`config.mk`:
```
export PLATFORM = sky130hd
export DESIGN_NAME = fwd_scoreboard_unit
export DESIGN_NICKNAME = d
export VERILOG_FILES = /design/src/rtl/fwd_scoreboard_unit.sv
export SDC_FILE = /design/constraint.sdc
export NUM_CORES = 1
export LEC_CHECK = 0
export CAP_MARGIN = 20
export CORE_AREA = 2 2 130 158
export CTS_CLUSTER_DIAMETER = 30
export DETAILED_ROUTE_END_ITERATION = 8
export DIE_AREA = 0 0 132 160
export GPL_ROUTABILITY_DRIVEN = 0
export PLACE_DENSITY = 0.65
export SLEW_MARGIN = 40
export SYNTH_ARGS = -nofsm -noshare
export SYNTH_HDL_FRONTEND = slang
export SYNTH_SLANG_ARGS = --single-unit
```
`constraint.sdc`:
```
create_clock -name clk -period 4.92 [get_ports clk]
set_input_delay 0.738 -clock clk [delete_from_list [all_inputs] [get_ports clk]]
set_output_delay 0.738 -clock clk [all_outputs]
set_load 0.05 [all_outputs]
```
`src/rtl/fwd_scoreboard_unit.sv`:
```
// EX-stage operand bypass network with a long-latency pending scoreboard and a WB shadow.
// Optional saturating stall counter is built when FWD_STALL_PERF_EN is defined.
module fwd_scoreboard_unit #(
  parameter int XLEN    = 32,
  parameter int NUM_SRC = 2,
  parameter int NUM_STG = 3,
  parameter int AW      = 5,
  parameter int CNT_W   = 16
) (
  input  logic                    clk,
  input  logic                    rst,
  input  logic                    stall_in,
  input  logic [NUM_SRC*AW-1:0]   src_addr,
  input  logic [NUM_SRC-1:0]      src_used,
  input  logic [NUM_SRC*XLEN-1:0] rf_data,
  input  logic [NUM_STG-1:0]      prod_we,
  input  logic [NUM_STG*AW-1:0]   prod_rd,
  input  logic [NUM_STG-1:0]      prod_rdy,
  input  logic [NUM_STG*XLEN-1:0] prod_data,
  input  logic                    ll_issue,
  input  logic [AW-1:0]           ll_rd,
  input  logic                    ll_done,
  input  logic [AW-1:0]           ll_done_rd,
  output logic [NUM_SRC*XLEN-1:0] fwd_data,
  output logic [NUM_SRC-1:0]      fwd_hit,
  output logic                    hazard_stall,
  output logic [CNT_W-1:0]        stall_cnt
);

  localparam int NREG = 1 << AW;

  logic [NREG-1:0]    pending;
  logic               shadow_v;
  logic [AW-1:0]      shadow_rd;
  logic [XLEN-1:0]    shadow_data;
  logic [NUM_SRC-1:0] src_stall;

  // A producer claims rd whenever prod_we is high; prod_rdy says whether its data is
  // usable yet. A claiming-but-not-ready producer hides every older stage.
  for (genvar i = 0; i < NUM_SRC; i++) begin : g_src
    logic [AW-1:0]   addr;
    logic            active;
    logic            match_found;
    logic            match_rdy;
    logic [XLEN-1:0] match_data;
    logic [XLEN-1:0] out_data;
    logic            out_hit;
    logic            out_stall;

    assign addr   = src_addr[i*AW +: AW];
    assign active = src_used[i] && (addr != '0);

    // Scan oldest to youngest so the youngest matching stage is the one left standing.
    always_comb begin
      match_found = 1'b0;
      match_rdy   = 1'b0;
      match_data  = '0;
      for (int s = NUM_STG - 1; s >= 0; s--) begin
        if (prod_we[s] && (prod_rd[s*AW +: AW] != '0) && (prod_rd[s*AW +: AW] == addr)) begin
          match_found = 1'b1;
          match_rdy   = prod_rdy[s];
          match_data  = prod_data[s*XLEN +: XLEN];
        end
      end
    end

    always_comb begin
      out_data  = rf_data[i*XLEN +: XLEN];
      out_hit   = 1'b0;
      out_stall = 1'b0;
      if (active) begin
        if (match_found) begin
          if (match_rdy) begin
            out_data = match_data;
            out_hit  = 1'b1;
          end else begin
            out_stall = 1'b1;
          end
        end else if (shadow_v && (shadow_rd == addr)) begin
          out_data = shadow_data;
          out_hit  = 1'b1;
        end
        // Only a ready in-pipe producer can supersede an outstanding long-latency write.
        if (pending[addr] && !(match_found && match_rdy)) begin
          out_stall = 1'b1;
        end
      end
    end

    assign fwd_data[i*XLEN +: XLEN] = out_data;
    assign fwd_hit[i]               = out_hit;
    assign src_stall[i]             = out_stall;
  end

  assign hazard_stall = |src_stall;

  // Issue is applied after done so a same-register collision leaves the bit set.
  always_ff @(posedge clk or negedge rst) begin
    if (!rst) begin
      pending <= '0;
    end else begin
      if (ll_done && (ll_done_rd != '0)) begin
        pending[ll_done_rd] <= 1'b0;
      end
      if (ll_issue && (ll_rd != '0)) begin
        pending[ll_rd] <= 1'b1;
      end
    end
  end

  // Covers the cycle where WB writes the regfile but the read port still returns old data.
  always_ff @(posedge clk or negedge rst) begin
    if (!rst) begin
      shadow_v    <= 1'b0;
      shadow_rd   <= '0;
      shadow_data <= '0;
    end else if (!stall_in) begin
      if (prod_we[NUM_STG-1] && (prod_rd[(NUM_STG-1)*AW +: AW] != '0)) begin
        shadow_v    <= 1'b1;
        shadow_rd   <= prod_rd[(NUM_STG-1)*AW +: AW];
        shadow_data <= prod_data[(NUM_STG-1)*XLEN +: XLEN];
      end else begin
        shadow_v <= 1'b0;
      end
    end
  end

`ifdef FWD_STALL_PERF_EN
  always_ff @(posedge clk or negedge rst) begin
    if (!rst) begin
      stall_cnt <= '0;
    end else if (hazard_stall && (stall_cnt != {CNT_W{1'b1}})) begin
      stall_cnt <= stall_cnt + 1'b1;
    end
  end
`else
  assign stall_cnt = '0;
`endif

endmodule

```
==> results.toml, run 1 <==
[route]
drt_first_pass_iters = 5
antenna_left = 0
vias = 8042
viasPerCell = 5.88
wire_per_inst_um = 22.7
drcViolationCount = 0
finalWirelength_mm = 31.1
drt_iter0_drc = 704

[flow_run]
max-cap-violations = 0

[die]
io_pins = 291
dieArea_um2 = 21100
die_w_um = 132
rows = 57
core_um2 = 19800
die_h_um = 160
start_util_pct = 34.3

[yosys]
yosysWarnings = 0
synthFlopType = "dfrtp_1"
yosysSeqAreaShare_pct = 25.9
synth-async-reset-ratio_pct = 100
synth.most_common_cell = "nand2_1"
synth_area_leaders = "dfrtp_1 (26%), mux2_2 (6.7%), o211ai_1 (6.7%)"
synth_cell_types = 57
synth_top_area_cell = "dfrtp_1"
synth_edf_count = 0
yosysTopAreaCellShare_pct = 25.9
syn-instance-count = 852
syn_avg_cell_area_um2 = 7.94
ys_ff_latch = 70
syn_area_um2 = 6770
synth_common_cells = "nand2_1 (98), dfrtp_1 (70), o21ai_0 (66)"

[clock_network]
path_clk_slew_ps = 60
cts_setup_buffers = 0
cts_buffers = 9
cts-root-buf = "clkbuf_16"
cts_tree = "done"
h-tree-depth = 3
cts_resized = 0
insertion_delay_ps = 340
cts_num_sinks = 70
ctsHoldBuffers = 0
clk_path_buf_depth = 2

[worst_setup_path]
required_ps = 4180
critPathKind = "input pin to output pin"
reg2reg_slack_ps = 4100
path_max_fanout = 35
crit_path_start_kind = "input pin"
end_kind = "output pin"
crit_arrival_ps = 3990

[sta]
min_period_over_period_pct = 96.1
max_slew_margin_pct = 46.0
slew_violations = 0
rsz0062_at_grt = "no"
fin_setup_tns_ps = 0
holdWs_ps = 421
skew_ps = 0
max_freq_mhz = 212
final.min_clock_period_ps = 4730
setup_viol = 0
hold_viol_final = 0
worst_pin_slew_ps = 811

[global_routing]
grt_max_degree = 71
grt_pass1_vias = 7718
grt_pass1_wl_mm = 47.6
antenna_found_initial = 6
track_usage_pct = 28.8
grt.overflow.total = 0

[finish]
drive_gt1_share_pct = 18.0
final_core_util_pct = 52.0
num-fill-cells = 1851
areaGrowthSynthToFinish_pct = 51.7
layout.nets = 1302

[pwr]
leakagePower_uw = 0.00392
vdd_drop_max_mv = 0.195
p_per_area_nw_per_um2 = 239

[status]
outcome = "finished, final reports clean"

[placement]
dp_hpwl_mm = 23.3
portBuffers = 274

[min_path]
hold_path_class = "input pin to async pin"
==> logic make-up (layout without fill, tap and decap cells) <==
kind of cell,after synthesis,in the layout,synth area share [%]
AND/OR/NAND/NOR,277,277,20.1
buffers and inverters,102,334,7.21
multiplexers,60,60,10.7
XOR/XNOR,40,40,5.18
other,1,20,0.0554
AO/OA/AOI/OAI,302,302,30.9
flip-flops,70,70,25.9
==> layer usage <==
| metal | GRT usage, % | part of all wire [%] |
|---|---|---|
| met1 | 35.3 | 38 |
| met2 | 49.3 | 49 |
| met3 | 7.11 | 10 |
| met4 | 9.88 | 2.7 |
| met5 | 0 | 0.10 |
==> cells in the final DEF (no fill, tap or decap), types with 7 or more instances in the layout <==
cell type	n
clkdlybuf4s50_1	206
nand2_1	98
buf_4	76
dfrtp_1	70
o21ai_0	66
o211ai_1	60
a21oi_1	59
nor2_1	43
nand3_1	42
mux2_2	40
o2bb2ai_1	29
buf_12	27
xnor2_1	24
a31oi_1	24
a221o_1	24
and2_1	23
xor2_1	16
conb_1	16
mux2i_1	14
o221a_2	11
nand2b_1	10
nand3b_1	10
clkbuf_16	9
inv_1	7
==> per-stage QoR <==
| stage | cells | power, µW | cell area, µm² | worst slack (ps) |
|---|---|---|---|---|
| global route | 1366 | 2560 | 10300 | 60.3 |
| floorplan | 867 | 1290 | 6820 | 340 |
| finish | 1368 | 2450 | 10300 | 192 |
| CTS | 1364 | 2460 | 10300 | 210 |
| global placement | 1348 | 1720 | 9930 | 305 |
| detailed placement | 1348 | 1740 | 9940 | 215 |
==> layout make-up <==
| cell class | count | area [µm²] | area share, % |
|---|---|---|---|
| antenna | 4 | 10.0 | 0.0975 |
| clock buffer | 9 | 225 | 2.19 |
| clock inverter | 7 | 96.3 | 0.938 |
| inverter | 8 | 30.0 | 0.292 |
| multi-input combinational | 695 | 4640 | 45.2 |
| sequential | 70 | 1750 | 17.1 |
| tap | 265 | 332 | 3.23 |
| timing repair buffer | 310 | 3180 | 31.0 |
==> registers in the layout, summed over array words and instances (netlist names) <==
name,flops
shadow_data,32
pending,32
shadow_v,1
shadow_rd,5
==> worst paths after layout <==
check / from / end / cells past startpoint
max: prod_rd[10] / hazard_stall / 9
min: rst / shadow_data[4] / 1
max reg2reg: shadow_rd[4] / shadow_rd[4] / 1
min reg2reg: pending[0] / pending[0] / 0
max in group asynchronous: rst / shadow_data[12] / 1
min in group clk: pending[0] / pending[0] / 0
==> worst max-delay path, cell delays in order <==
cell,delay [ps]
clkdlybuf4s50_1,490
or4_1,560
o21a_1,240
and4_1,230
a311oi_4,340
buf_4,480
nor2_1,110
o32ai_1,570
buf_12,220
==> report_power, final <==
group          leakage (µW)  total, µW  switching, µW  internal (µW)
logic               0.00293        960            495            465
clock network      0.000148        719            274            445
registers          0.000841        776           91.8            684
(Power assumes the default switching activity.)
==> inputs of run 2 (changes only) <==
Settings changed: CORE_AREA 2 2 130 158 to 2 2 113 137, DIE_AREA 0 0 132 160 to 0 0 115 139, GPL_TIMING_DRIVEN from default to 0, PLACE_DENSITY 0.65 to 0.83.
==> run 2 against run 1 <==
Against the previous run: sequential cell count unchanged; die area down 24%; via count up 7.8%; highest routed layer unchanged; sequential share of layout area up 0.60 points; sequential power about the same.
==> results.toml, run 2 (synthesis results as in run 1) <==
[status]
outcome = "finished, final reports clean"

[finish]
multiInputGateArea_um2 = 4670
areaGrowthSynthToFinish_pct = 46.6
reg_top3 = "pending (32), shadow_data (32), shadow_rd (5)"
num-fill-cells = 1259
layout.nets = 1353
regArea_um2 = 1750
final_cell_mix = "clkdlybuf4s50_1 (198), nand2_1 (98), dfrtp_1 (70), clkbuf_2 (68), o21ai_0 (64)"
final_common_cell = "clkdlybuf4s50_1"
drive_gt1_share_pct = 17.4

[clock_network]
clk_path_buf_depth = 2
cts_num_sinks = 70
path_clk_slew_ps = 50
insertion_delay_ps = 340
h-tree-depth = 3
cts-root-buf = "clkbuf_16"
cts_buffers = 9
cts_tree = "done"

[die]
core_um2 = 14700
die_w_um = 115
rows = 49
start_util_pct = 46.0
dieArea_um2 = 16000
die_h_um = 139
io_pins = 291

[route]
viasPerCell = 6.48
antenna_left = 0
drcViolationCount = 0
drt_first_pass_iters = 8
finalWirelength_mm = 31.9
vias = 8672
wire_per_inst_um = 23.8
drt_iter0_drc = 1181

[placement]
dp_hpwl_mm = 24.2
portBuffers = 266
dp_slack_ps = -742

[sta]
worst_pin_slew_ps = 873
fin_setup_tns_ps = 0
hold_viol_final = 0
rsz0062_at_grt = "yes"
setup_slack_ps = 71.2
slew_violations = 0
min_period_over_period_pct = 98.6
final.min_clock_period_ps = 4850
skew_ps = 0
max_freq_mhz = 206
setup_viol = 0
max_slew_margin_pct = 41.8

[worst_setup_path]
crit_path_start_kind = "input pin"
path_max_fanout = 10
crit_arrival_ps = 4110
reg2reg_slack_ps = 4090
end_kind = "output pin"
critPathKind = "input pin to output pin"
required_ps = 4180

[pwr]
p_per_area_nw_per_um2 = 244
leakagePower_uw = 0.00389
vdd_drop_max_mv = 0.186

[global_routing]
track_usage_pct = 38.2
antenna_found_initial = 10
grt_pass1_vias = 8376
grt_pass1_wl_mm = 47.0
grt_max_degree = 54
grt.overflow.total = 0

[min_path]
hold_path_class = "input pin to async pin"

[flow_run]
max-cap-violations = 0
## run 2: cell count changes in the layout (fill, tap and decap cells not counted), moves of 8 or more
cell	delta
buf_4	-57
buf_2	+10
clkbuf_2	+68
buf_12	-26
clkbuf_1	+49
clkdlybuf4s50_1	-8
## run 2: metal layers
metal	vias to the layer above	wire length (µm)	track usage (%)
li1	3777	-	-
met1	4013	10800	42.3
met2	699	14900	62.8
met3	181	4010	12.1
met4	2	2150	23.8
met5	-	13	0
## run 2: cell type report
class | instances | share of cell area [%]
multi-input cells | 695 | 47.0
well taps | 178 | 2.25
clock buffers | 10 | 2.41
repair buffers | 269 | 24.5
diodes | 10 | 0.252
plain buffers | 92 | 4.70
inverters | 8 | 0.303
clock inverters | 6 | 0.921
flip-flops and latches | 70 | 17.7
## run 2: final timing paths
| path | from | endpoint | depth (start not counted) |
|---|---|---|---|
| max reg2reg | shadow_rd[3] | shadow_rd[3] | 1 |
| min | rst | shadow_data[29] | 1 |
| max in group asynchronous | rst | pending[16] | 2 |
| min in group clk | pending[0] | pending[0] | 1 |
| max | prod_rd[10] | fwd_data[33] | 10 |
| min reg2reg | pending[0] | pending[0] | 1 |
## run 2: worst max-delay path, stage by stage
cell and delay, ps:
clkdlybuf4s50_1 510, or4_1 580, o21ai_1 350, nor3_4 100
buf_12 150, nor4_4 450, clkbuf_2 380, and2_1 170
a221o_1 130, dlygate4sd2_1 550
## run 2: what timing repair did
| item | CTS | global route |
|---|---|---|
| resized for setup | 91 | 124 |
| setup buffers | 2 | 0 |
| endpoints found under the setup margin | 67 | 63 |
| hold buffers | 0 | 0 |
| pin swaps | 2 | 0 |
## run 2: through the flow
| step | util (%) | cell area [µm²] | total power [µW] | hold slack (ps) | std cells |
|---|---|---|---|---|---|
| global placement | 66.0 | 9710 | 1670 | 486 | 1311 |
| global route | 67.3 | 9910 | 2500 | 247 | 1334 |
| detailed placement | 66.3 | 9760 | 1700 | 496 | 1312 |
| finish | 67.4 | 9920 | 2420 | 240 | 1338 |
| floorplan | - | 6820 | 1290 | 442 | 867 |
| CTS | 68.6 | 10100 | 2400 | 237 | 1329 |
## run 2: power by group
part | switching (µW) | internal (µW)
combinational | 499 | 407
sequential | 90.6 | 684
clock | 275 | 462
==> inputs of run 3 (changes only) <==
Settings changed: MAX_ROUTING_LAYER from default to met4.
==> run 3 against run 2 <==
Against the previous run: sequential power barely moved; worst setup slack better by 22 ps; first-iteration DRC count is 0.85% higher; core utilization about the same; cell count barely moved; register-to-register slack is essentially flat; die area stayed put; clock power barely moved; critical endpoint is now fwd_data[32].
==> results.toml, run 3 (synthesis results as in run 1) <==
[worst_setup_path]
end_kind = "output pin"
crit_arrival_ps = 4090
crit_path_start_kind = "input pin"
critPathKind = "input pin to output pin"
path_max_fanout = 10
reg2reg_slack_ps = 4100
required_ps = 4180

[sta]
rsz0062_at_grt = "yes"
setup_viol = 0
hold_viol_final = 0
final.min_clock_period_ps = 4830
slew_violations = 0
skew_ps = 0
worst_pin_slew_ps = 821
min_period_over_period_pct = 98.1
fin_setup_tns_ps = 0
max_slew_margin_pct = 45.2
holdWs_ps = 239
setup_slack_ps = 93.0
max_freq_mhz = 207

[finish]
layout.nets = 1353
final_common_cell = "clkdlybuf4s50_1"
drive_gt1_share_pct = 17.5
areaGrowthSynthToFinish_pct = 46.6
final_cell_mix = "clkdlybuf4s50_1 (198), nand2_1 (98), dfrtp_1 (70), clkbuf_2 (69), o21ai_0 (64)"
fin_area_um2 = 9920
reg_top3 = "pending (32), shadow_data (32), shadow_rd (5)"

[die]
die_h_um = 139
core_um2 = 14700
io_pins = 291
die_w_um = 115
dieArea_um2 = 16000
start_util_pct = 46.0
rows = 49

[route]
antenna_left = 0
drt_iter0_drc = 1191
drt_first_pass_iters = 8
wire_per_inst_um = 23.7
finalWirelength_mm = 31.8
drcViolationCount = 0
vias = 8656
viasPerCell = 6.46

[pwr]
leakagePower_uw = 0.00389
p_sw_share_pct = 35.8
seqPwrFrac_pct = 32.0
power.share.combinational_pct = 37.4
p_int_uw = 1550
p_per_area_nw_per_um2 = 244
vdd_drop_max_mv = 0.186
total_power_uw = 2420
switchingPower_uw = 868
clockPowerShare_pct = 30.6

[global_routing]
track_usage_pct = 39.3
antenna_found_initial = 10
grt_pass1_wl_mm = 47.0
grt_pass1_vias = 8368
grt.overflow.total = 0
grt_max_degree = 54

[clock_network]
cts_tree = "done"
cts-root-buf = "clkbuf_16"
path_clk_slew_ps = 50
cts_buffers = 9
cts_num_sinks = 70
h-tree-depth = 3
insertion_delay_ps = 340
clk_path_buf_depth = 2

[flow_run]
max-cap-violations = 0

[status]
outcome = "finished, final reports clean"

[placement]
portBuffers = 266
dp_hpwl_mm = 24.2
postPlaceCellArea_um2 = 9760
dp_slack_ps = -742

[min_path]
hold_path_class = "input pin to async pin"
==> run 3: metrics by stage <==
stage	cells	utilization, %
after CTS	1329	68.6
after detailed placement	1312	66.3
after floorplan	867	-
after global routing	1338	67.4
final	1339	67.4
after global placement	1311	66.0
==> run 3: layout make-up <==
class / instances / area (µm²)
fillers: 1258 / 4790
repair buffers: 269 / 2430
plain buffers: 92 / 468
inverters: 8 / 30.0
flip-flops and latches: 70 / 1750
multi-input cells: 695 / 4670
well taps: 178 / 223
clock buffers: 10 / 239
clock inverters: 6 / 91.3
diodes: 11 / 27.5
==> run 3: worst paths after layout <==
| kind | depth (start not counted) | end | from |
|---|---|---|---|
| max in group asynchronous | 2 | shadow_data[5] | rst |
| hold reg to reg | 1 | pending[0] | pending[0] |
| setup reg to reg | 1 | shadow_rd[0] | shadow_rd[0] |
| min in group clk | 1 | pending[0] | pending[0] |
| setup / recovery | 10 | fwd_data[32] | prod_rd[10] |
| hold / removal | 1 | shadow_data[29] | rst |
==> run 3: repair_timing <==
item | 4_1_cts | 5_1_grt
hold buffers | 0 | 0
pin swaps | 2 | 0
buffers inserted | 2 | 0
endpoints found under the setup margin | 67 | 63
resized for setup | 91 | 125
==> run 3: power by group through the flow <==
| stage | logic [µW] | clock network [µW] | registers, µW |
|---|---|---|---|
| 2_1_floorplan | 547 | 0 | 747 |
| 3_3_place_gp | 902 | 0 | 771 |
| 3_5_place_dp | 920 | 0 | 778 |
| 4_1_cts | 901 | 735 | 768 |
| 5_1_grt | 959 | 761 | 784 |
| 6_report | 906 | 740 | 774 |
==> run 3: critical path, stage by stage <==
cell and delay (ps):
clkdlybuf4s50_1 500, or4_1 580, o21ai_1 350, nor3_4 100, buf_12 160, nor4_4 430
clkbuf_2 370, and2_1 170, a221o_1 140, dlygate4sd2_1 540
==> run 3: per-layer routing <==
metal | track usage, % | wire [µm] | vias to the layer above
li1 | - | - | 3775
met1 | 42.7 | 10700 | 4019
met4 | 22.6 | 2000 | 0
met5 | - | 0 | -
met2 | 63.3 | 15000 | 698
met3 | 11.8 | 4050 | 164
